$ cat src/rtl/muldiv_sequencer_if.sv
// muldiv_sequencer_if
//
// Purpose: bundles every handshake and strobe signal between the control unit,
// the multiplier/divider units and the multiply/divide sequencer.
//
// Signals:
//   op_valid, op_sel          request and operation select (0 = mult, 1 = div)
//   op_ready                  sequencer can accept a request
//   mult_init, div_init       one-cycle start pulses to the units
//   mult_stop, div_stop       done strobes from the units
//   div_zero                  divide-by-zero flag from the divider
//   hilo_sel                  High/Low mux select (0 = mult, 1 = div)
//   high_load, low_load       High/Low register load enables
//   busy, done                status and successful-completion pulse
//   div0_exc, timeout_exc     abort pulses
//
// Modports:
//   master  the environment side (control unit plus the arithmetic units)
//   slave   the sequencer itself
interface muldiv_sequencer_if;
  logic op_valid;
  logic op_sel;
  logic op_ready;
  logic mult_init;
  logic mult_stop;
  logic div_init;
  logic div_stop;
  logic div_zero;
  logic hilo_sel;
  logic high_load;
  logic low_load;
  logic busy;
  logic done;
  logic div0_exc;
  logic timeout_exc;

  modport master (
    output op_valid, op_sel, mult_stop, div_stop, div_zero,
    input  op_ready, mult_init, div_init, hilo_sel, high_load, low_load,
           busy, done, div0_exc, timeout_exc
  );

  modport slave (
    input  op_valid, op_sel, mult_stop, div_stop, div_zero,
    output op_ready, mult_init, div_init, hilo_sel, high_load, low_load,
           busy, done, div0_exc, timeout_exc
  );
endinterface

$ cat src/rtl/muldiv_sequencer.sv
// muldiv_sequencer
//
// Purpose: sequences one multiply or divide operation at a time. A request is
// accepted in IDLE, the selected unit gets a one-cycle start pulse, then the
// sequencer waits for that unit's stop strobe and either loads the High/Low
// registers (done) or aborts with an exception pulse.
//
// Ports:
//   clk     sole clock, rising edge
//   reset   asynchronous, active-low reset
//   bus     muldiv_sequencer_if.slave, all handshake/strobe signals
//
// Parameters:
//   TIMEOUT_CYCLES  maximum WAIT cycles before the watchdog aborts
//   CNT_W           watchdog counter width, needs 2**CNT_W > TIMEOUT_CYCLES
//
// Configuration:
//   MULDIV_SEQ_TIMEOUT_EN  when defined, builds the watchdog counter and the
//                          timeout abort; when undefined WAIT waits forever
//                          and timeout_exc is tied to 0.
module muldiv_sequencer #(
  parameter int TIMEOUT_CYCLES = 48,
  parameter int CNT_W          = 6
) (
  input  logic                clk,
  input  logic                reset,
  muldiv_sequencer_if.slave   bus
);

  if ((2 ** CNT_W) <= TIMEOUT_CYCLES) begin : g_cnt_w_check
    $error("muldiv_sequencer: CNT_W too narrow for TIMEOUT_CYCLES");
  end

  typedef enum logic [2:0] {
    IDLE  = 3'd0,
    START = 3'd1,
    WAIT  = 3'd2,
    WRITE = 3'd3,
    EXC   = 3'd4
  } state_t;

  state_t state;
  state_t state_next;
  logic   op_reg;
  logic   op_next;
  logic   sel_stop;
  logic   cnt_expired;

  // Only the unit that was started may end the operation.
  assign sel_stop = op_reg ? bus.div_stop : bus.mult_stop;

  // State and latched operation register.
  always_ff @(posedge clk or negedge reset) begin
    if (!reset) begin
      state  <= IDLE;
      op_reg <= 1'b0;
    end else begin
      state  <= state_next;
      op_reg <= op_next;
    end
  end

`ifdef MULDIV_SEQ_TIMEOUT_EN
  logic [CNT_W-1:0] cnt;
  logic             to_cause;

  // Watchdog: cleared in START, counts WAIT cycles and saturates.
  always_ff @(posedge clk or negedge reset) begin
    if (!reset) begin
      cnt <= '0;
    end else if (state == START) begin
      cnt <= '0;
    end else if (state == WAIT && cnt != CNT_W'(TIMEOUT_CYCLES)) begin
      cnt <= cnt + 1'b1;
    end
  end

  assign cnt_expired = (cnt == CNT_W'(TIMEOUT_CYCLES - 1));

  // Remembers why WAIT was left towards EXC: a divide-by-zero has priority,
  // so any EXC entry without it must be the watchdog.
  always_ff @(posedge clk or negedge reset) begin
    if (!reset) begin
      to_cause <= 1'b0;
    end else if (state == WAIT) begin
      to_cause <= ~(op_reg & bus.div_zero);
    end
  end

  assign bus.div0_exc    = (state == EXC) & ~to_cause;
  assign bus.timeout_exc = (state == EXC) & to_cause;
`else
  assign cnt_expired     = 1'b0;
  assign bus.div0_exc    = (state == EXC);
  assign bus.timeout_exc = 1'b0;
`endif

  // Next-state logic; WAIT exits in priority order div0, stop, watchdog.
  always_comb begin
    state_next = state;
    op_next    = op_reg;
    case (state)
      IDLE: begin
        if (bus.op_valid) begin
          op_next    = bus.op_sel;
          state_next = START;
        end
      end
      START: state_next = WAIT;
      WAIT: begin
        if (op_reg && bus.div_zero) begin
          state_next = EXC;
        end else if (sel_stop) begin
          state_next = WRITE;
        end else if (cnt_expired) begin
          state_next = EXC;
        end
      end
      WRITE:   state_next = IDLE;
      EXC:     state_next = IDLE;
      default: state_next = IDLE;
    endcase
  end

  // op_ready is gated by reset so it reads 0 while reset is held, even though
  // the state register already sits in IDLE.
  assign bus.op_ready  = (state == IDLE) & reset;
  assign bus.busy      = (state != IDLE);
  assign bus.mult_init = (state == START) & ~op_reg;
  assign bus.div_init  = (state == START) & op_reg;
  assign bus.hilo_sel  = (state != IDLE) & op_reg;
  assign bus.high_load = (state == WRITE);
  assign bus.low_load  = (state == WRITE);
  assign bus.done      = (state == WRITE);

endmodule

$ cat src/flat_wrapper.sv
// flat-port wrapper written by rule: the top's interface ports become plain ports
module muldiv_sequencer_flat 
#(
  parameter int TIMEOUT_CYCLES = 48,
  parameter int CNT_W          = 6
)
  (clk, reset, bus_op_valid, bus_op_sel, bus_mult_stop, bus_div_stop, bus_div_zero, bus_op_ready, bus_mult_init, bus_div_init, bus_hilo_sel, bus_high_load, bus_low_load, bus_busy, bus_done, bus_div0_exc, bus_timeout_exc);
  muldiv_sequencer_if bus_i ();
  input  logic clk;
  input  logic reset;
  input wire logic [$bits(bus_i.op_valid)-1:0] bus_op_valid;
  input wire logic [$bits(bus_i.op_sel)-1:0] bus_op_sel;
  input wire logic [$bits(bus_i.mult_stop)-1:0] bus_mult_stop;
  input wire logic [$bits(bus_i.div_stop)-1:0] bus_div_stop;
  input wire logic [$bits(bus_i.div_zero)-1:0] bus_div_zero;
  output wire logic [$bits(bus_i.op_ready)-1:0] bus_op_ready;
  output wire logic [$bits(bus_i.mult_init)-1:0] bus_mult_init;
  output wire logic [$bits(bus_i.div_init)-1:0] bus_div_init;
  output wire logic [$bits(bus_i.hilo_sel)-1:0] bus_hilo_sel;
  output wire logic [$bits(bus_i.high_load)-1:0] bus_high_load;
  output wire logic [$bits(bus_i.low_load)-1:0] bus_low_load;
  output wire logic [$bits(bus_i.busy)-1:0] bus_busy;
  output wire logic [$bits(bus_i.done)-1:0] bus_done;
  output wire logic [$bits(bus_i.div0_exc)-1:0] bus_div0_exc;
  output wire logic [$bits(bus_i.timeout_exc)-1:0] bus_timeout_exc;
  assign bus_i.op_valid = bus_op_valid;
  assign bus_i.op_sel = bus_op_sel;
  assign bus_i.mult_stop = bus_mult_stop;
  assign bus_i.div_stop = bus_div_stop;
  assign bus_i.div_zero = bus_div_zero;
  assign bus_op_ready = bus_i.op_ready;
  assign bus_mult_init = bus_i.mult_init;
  assign bus_div_init = bus_i.div_init;
  assign bus_hilo_sel = bus_i.hilo_sel;
  assign bus_high_load = bus_i.high_load;
  assign bus_low_load = bus_i.low_load;
  assign bus_busy = bus_i.busy;
  assign bus_done = bus_i.done;
  assign bus_div0_exc = bus_i.div0_exc;
  assign bus_timeout_exc = bus_i.timeout_exc;
  muldiv_sequencer #(.TIMEOUT_CYCLES(TIMEOUT_CYCLES), .CNT_W(CNT_W)) u_core (.clk(clk), .reset(reset), .bus(bus_i));
endmodule
$ cat config.mk
export PLATFORM = sky130hd
export DESIGN_NAME = muldiv_sequencer_flat
export DESIGN_NICKNAME = d
export VERILOG_FILES = /design/src/rtl/muldiv_sequencer_if.sv /design/src/rtl/muldiv_sequencer.sv /design/src/flat_wrapper.sv
export SDC_FILE = /design/constraint.sdc
export NUM_CORES = 1
export LEC_CHECK = 0
export ABC_AREA = 1
export CELL_PAD_IN_SITES_DETAIL_PLACEMENT = 1
export CELL_PAD_IN_SITES_GLOBAL_PLACEMENT = 1
export CORE_AREA = 2 2 39 41
export DETAILED_ROUTE_END_ITERATION = 8
export DIE_AREA = 0 0 41 43
export GPL_ROUTABILITY_DRIVEN = 0
export GPL_TIMING_DRIVEN = 0
export PLACE_DENSITY_LB_ADDON = 0.2
export SLEW_MARGIN = 15
export SYNTH_ARGS = -nofsm -noshare
export SYNTH_HDL_FRONTEND = slang
export SYNTH_SLANG_ARGS = --single-unit
$ cat constraint.sdc
create_clock -name clk -period 1.6 [get_ports clk]
set_input_delay 0.16 -clock clk [delete_from_list [all_inputs] [get_ports clk]]
set_output_delay 0.16 -clock clk [all_outputs]
set_load 0.05 [all_outputs]
==> metrics.txt <==
# TYPE chip_impl_metric gauge
chip_impl_metric{name="place_worst_setup_slack",unit="ns"} -0.306
chip_impl_metric{name="finalCritPeriodShare",unit="%"} 93.7
chip_impl_metric{name="place_inst",unit=""} 70
chip_impl_info{name="unrepaired_setup_endpoints_after_global_routing",value="false"} 1
chip_impl_metric{name="ios",unit=""} 17
chip_impl_info{name="min-delay-path-class",value="input port to asynchronous set/reset pin"} 1
chip_impl_metric{name="p_per_area",unit="nW/um^2"} 2360
chip_impl_metric{name="area_growth_syn_to_layout",unit="%"} 65.6
chip_impl_metric{name="drc_errors",unit=""} 0
chip_impl_metric{name="final_layout_size_suffix_gt1_share",unit="%"} 38.6
chip_impl_metric{name="ir_worst_vdd",unit="V"} 0.000587
chip_impl_metric{name="pin_count_of_the_biggest_net_entering_global_routing",unit=""} 7
chip_impl_metric{name="syn-instance-count",unit=""} 39
chip_impl_metric{name="postRouteAntennaNets",unit=""} 0
chip_impl_metric{name="seq_area_frac_synth",unit="%"} 37.2
chip_impl_metric{name="chipWidth",unit="um"} 41
chip_impl_metric{name="final.setup.worst_slack",unit="ns"} 0.101
chip_impl_metric{name="clk_latency",unit="ns"} 0.24
chip_impl_metric{name="fp.coreArea",unit="um^2"} 1380
chip_impl_metric{name="clock-sinks",unit=""} 4
chip_impl_metric{name="cts_setup_buffers",unit=""} 0
chip_impl_metric{name="floorplan.initialDensity",unit="%"} 19.4
chip_impl_metric{name="final_cell_count_no_fill",unit=""} 73
chip_impl_metric{name="clkTransAtPathRegs",unit="ns"} 0.04
chip_impl_info{name="final_cell_mix",value="8 x sky130_fd_sc_hd__nand2_1, 6 x sky130_fd_sc_hd__clkdlybuf4s50_1, 5 x sky130_fd_sc_hd__nor2_1, 5 x sky130_fd_sc_hd__buf_2"} 1
chip_impl_metric{name="synthesis.yosys.warnings",unit=""} 0
chip_impl_metric{name="route.vias.total",unit=""} 288
chip_impl_metric{name="worstRegToRegCells",unit=""} 6
chip_impl_metric{name="ys_seq_elements",unit=""} 4
chip_impl_info{name="status",value="finished, final reports clean"} 1
chip_impl_metric{name="report.final.setup_viol",unit=""} 0
chip_impl_metric{name="path_max_fanout",unit=""} 5
chip_impl_metric{name="power.total",unit="W"} 0.00105
chip_impl_metric{name="first_global_vias",unit=""} 286
chip_impl_metric{name="antenna_violations_before_repair",unit=""} 0
chip_impl_metric{name="max_cap_violations",unit=""} 0
chip_impl_metric{name="drt-pass1-iter-count",unit=""} 1
chip_impl_metric{name="grtUsageTotal",unit="%"} 9.37
chip_impl_metric{name="finClkSkew",unit="ns"} 0.00225
chip_impl_metric{name="htree_num_levels",unit=""} 1
chip_impl_info{name="cts_root_buffer",value="sky130_fd_sc_hd__clkbuf_4"} 1
chip_impl_metric{name="netlist_area",unit="um^2"} 269
chip_impl_metric{name="globalRouteOverflowTotal",unit=""} 0
chip_impl_metric{name="syn_avg_cell_area",unit="um^2"} 6.90
chip_impl_metric{name="p_leak",unit="nW"} 0.226
chip_impl_metric{name="initialDrtViolationCount",unit=""} 0
chip_impl_info{name="startpoint_type",value="register"} 1
chip_impl_metric{name="synth.distinct_cells",unit=""} 16
chip_impl_metric{name="die-area",unit="um^2"} 1760
chip_impl_metric{name="n_fill_cell",unit=""} 172
chip_impl_info{name="cts_tree",value="done"} 1
chip_impl_metric{name="final_max_slew_viol_count",unit=""} 0
chip_impl_metric{name="detailed_place_hpwl",unit="um"} 552
chip_impl_metric{name="totalWireLength",unit="um"} 657
chip_impl_metric{name="finish.net_count",unit=""} 66
chip_impl_metric{name="core.rowCount",unit=""} 14
chip_impl_metric{name="port_buffers",unit=""} 15
chip_impl_info{name="kind_of_critical_path",value="register to output port"} 1
chip_impl_metric{name="antenna_cells",unit=""} 0
chip_impl_metric{name="syn_nets",unit=""} 46
chip_impl_info{name="crit_end_category",value="output port"} 1
chip_impl_metric{name="wl_per_cell",unit="um"} 9.00
chip_impl_metric{name="period_minus_slack",unit="ns"} 1.50
chip_impl_metric{name="clock.fmax",unit="MHz"} 667
chip_impl_metric{name="max_reg_flops",unit=""} 3
chip_impl_metric{name="mean_number_of_vias_per_cell",unit=""} 3.95
chip_impl_metric{name="post_cts_hold_buffer_count",unit=""} 0
chip_impl_metric{name="max-clock-path-buffers",unit=""} 2
chip_impl_metric{name="fin_util",unit="%"} 32.2
chip_impl_metric{name="grt_first_pass_wirelength",unit="um"} 1110
chip_impl_metric{name="report.final.hold_viol_count",unit=""} 0
chip_impl_metric{name="worst-endpoint-arrival",unit="ns"} 1.34
chip_impl_info{name="layout.cells.most_common",value="sky130_fd_sc_hd__nand2_1"} 1
chip_impl_metric{name="floorplan.die.height",unit="um"} 43
chip_impl_metric{name="cp.required",unit="ns"} 1.44
chip_impl_metric{name="tritoncts.num_buffers",unit=""} 3
routing by layer:
layer,GRT usage [%],wire (um),vias to the layer above
li1,-,-,153
met1,10.7,293,124
met2,14.1,314,11
met3,4.71,48,0
met4,4.00,0,0
met5,0,0,-
worst max-delay path, cell delays in order, from the launching register on:
cell,delay (ns)
sky130_fd_sc_hd__dfrtp_1,0.46
sky130_fd_sc_hd__nor3_4,0.24
sky130_fd_sc_hd__clkdlybuf4s15_2,0.39
synth_stat cells:
| cell | n | area, um^2 |
|---|---|---|
| sky130_fd_sc_hd__nand2_1 | 8 | 30.0 |
| sky130_fd_sc_hd__nor2_1 | 6 | 22.5 |
| sky130_fd_sc_hd__dfrtp_1 | 4 | 100 |
| sky130_fd_sc_hd__inv_1 | 4 | 15.0 |
| sky130_fd_sc_hd__buf_4 | 3 | 22.5 |
| sky130_fd_sc_hd__nand3_1 | 3 | 15.0 |
| sky130_fd_sc_hd__inv_2 | 2 | 7.51 |
| sky130_fd_sc_hd__conb_1 | 1 | 3.75 |
| sky130_fd_sc_hd__nand2_2 | 1 | 6.26 |
| sky130_fd_sc_hd__nand3b_1 | 1 | 7.51 |
| sky130_fd_sc_hd__nor2_2 | 1 | 6.26 |
| sky130_fd_sc_hd__nor2_4 | 1 | 11.3 |
| sky130_fd_sc_hd__nor3_1 | 1 | 5.00 |
| sky130_fd_sc_hd__nor4_1 | 1 | 6.26 |
| sky130_fd_sc_hd__o21ai_0 | 1 | 5.00 |
| sky130_fd_sc_hd__o21ai_1 | 1 | 5.00 |
through the flow:
stage	instance area, um^2	setup TNS [ns]	hold slack, ns
finish	445	0	0.144
global route	445	0	0.151
CTS	453	-0.0533	0.145
detailed placement	453	-1.38	0.400
global placement	453	-1.39	0.400
floorplan	283	0	-0.136
power by group:
| part | leakage (nW) | total (W) | internal, W | switching [W] |
|---|---|---|---|---|
| clock network | 0.0138 | 0.000128 | 0.0000841 | 0.0000440 |
| logic | 0.162 | 0.000733 | 0.000198 | 0.000535 |
| registers | 0.0507 | 0.000190 | 0.000144 | 0.0000464 |
logic make-up (layout without fill, tap and decap cells):
kind of cell	after synthesis	after routing	share of synthesized area, %
AND/OR/NAND/NOR	23	23	40.9
buffers and inverters	9	27	16.7
other	1	1	1.39
flip-flops	4	4	37.2
AO/OA/AOI/OAI	2	2	3.72
layout make-up:
type | instances | area (um^2) | share of cell area (%)
Clock buffer | 3 | 22.5 | 5.06
Tap cell | 16 | 20.0 | 4.49
Buffer | 3 | 22.5 | 5.06
Sequential cell | 4 | 100 | 22.5
Timing Repair Buffer | 15 | 120 | 27.0
Inverter | 6 | 22.5 | 5.06
Multi-Input combinational cell | 26 | 138 | 30.9
worst paths after layout:
path	from	endpoint	slack, ns
worst min-delay path	reset	u_core.op_reg	0.14
worst max register to register	u_core.state[0]	u_core.op_reg	0.57
worst max-delay path	u_core.state[2]	bus_done	0.10
worst min register to register	u_core.state[0]	u_core.state[2]	0.50
min in group clk	bus_op_sel	u_core.op_reg	0.48
max in group asynchronous	reset	u_core.state[0]	1.27
timing repair:
action,CTS,global route
cloned,0,0
gates resized for setup,35,6
endpoints found under the setup margin,9,3
Power figures use the tool's default switching activity.
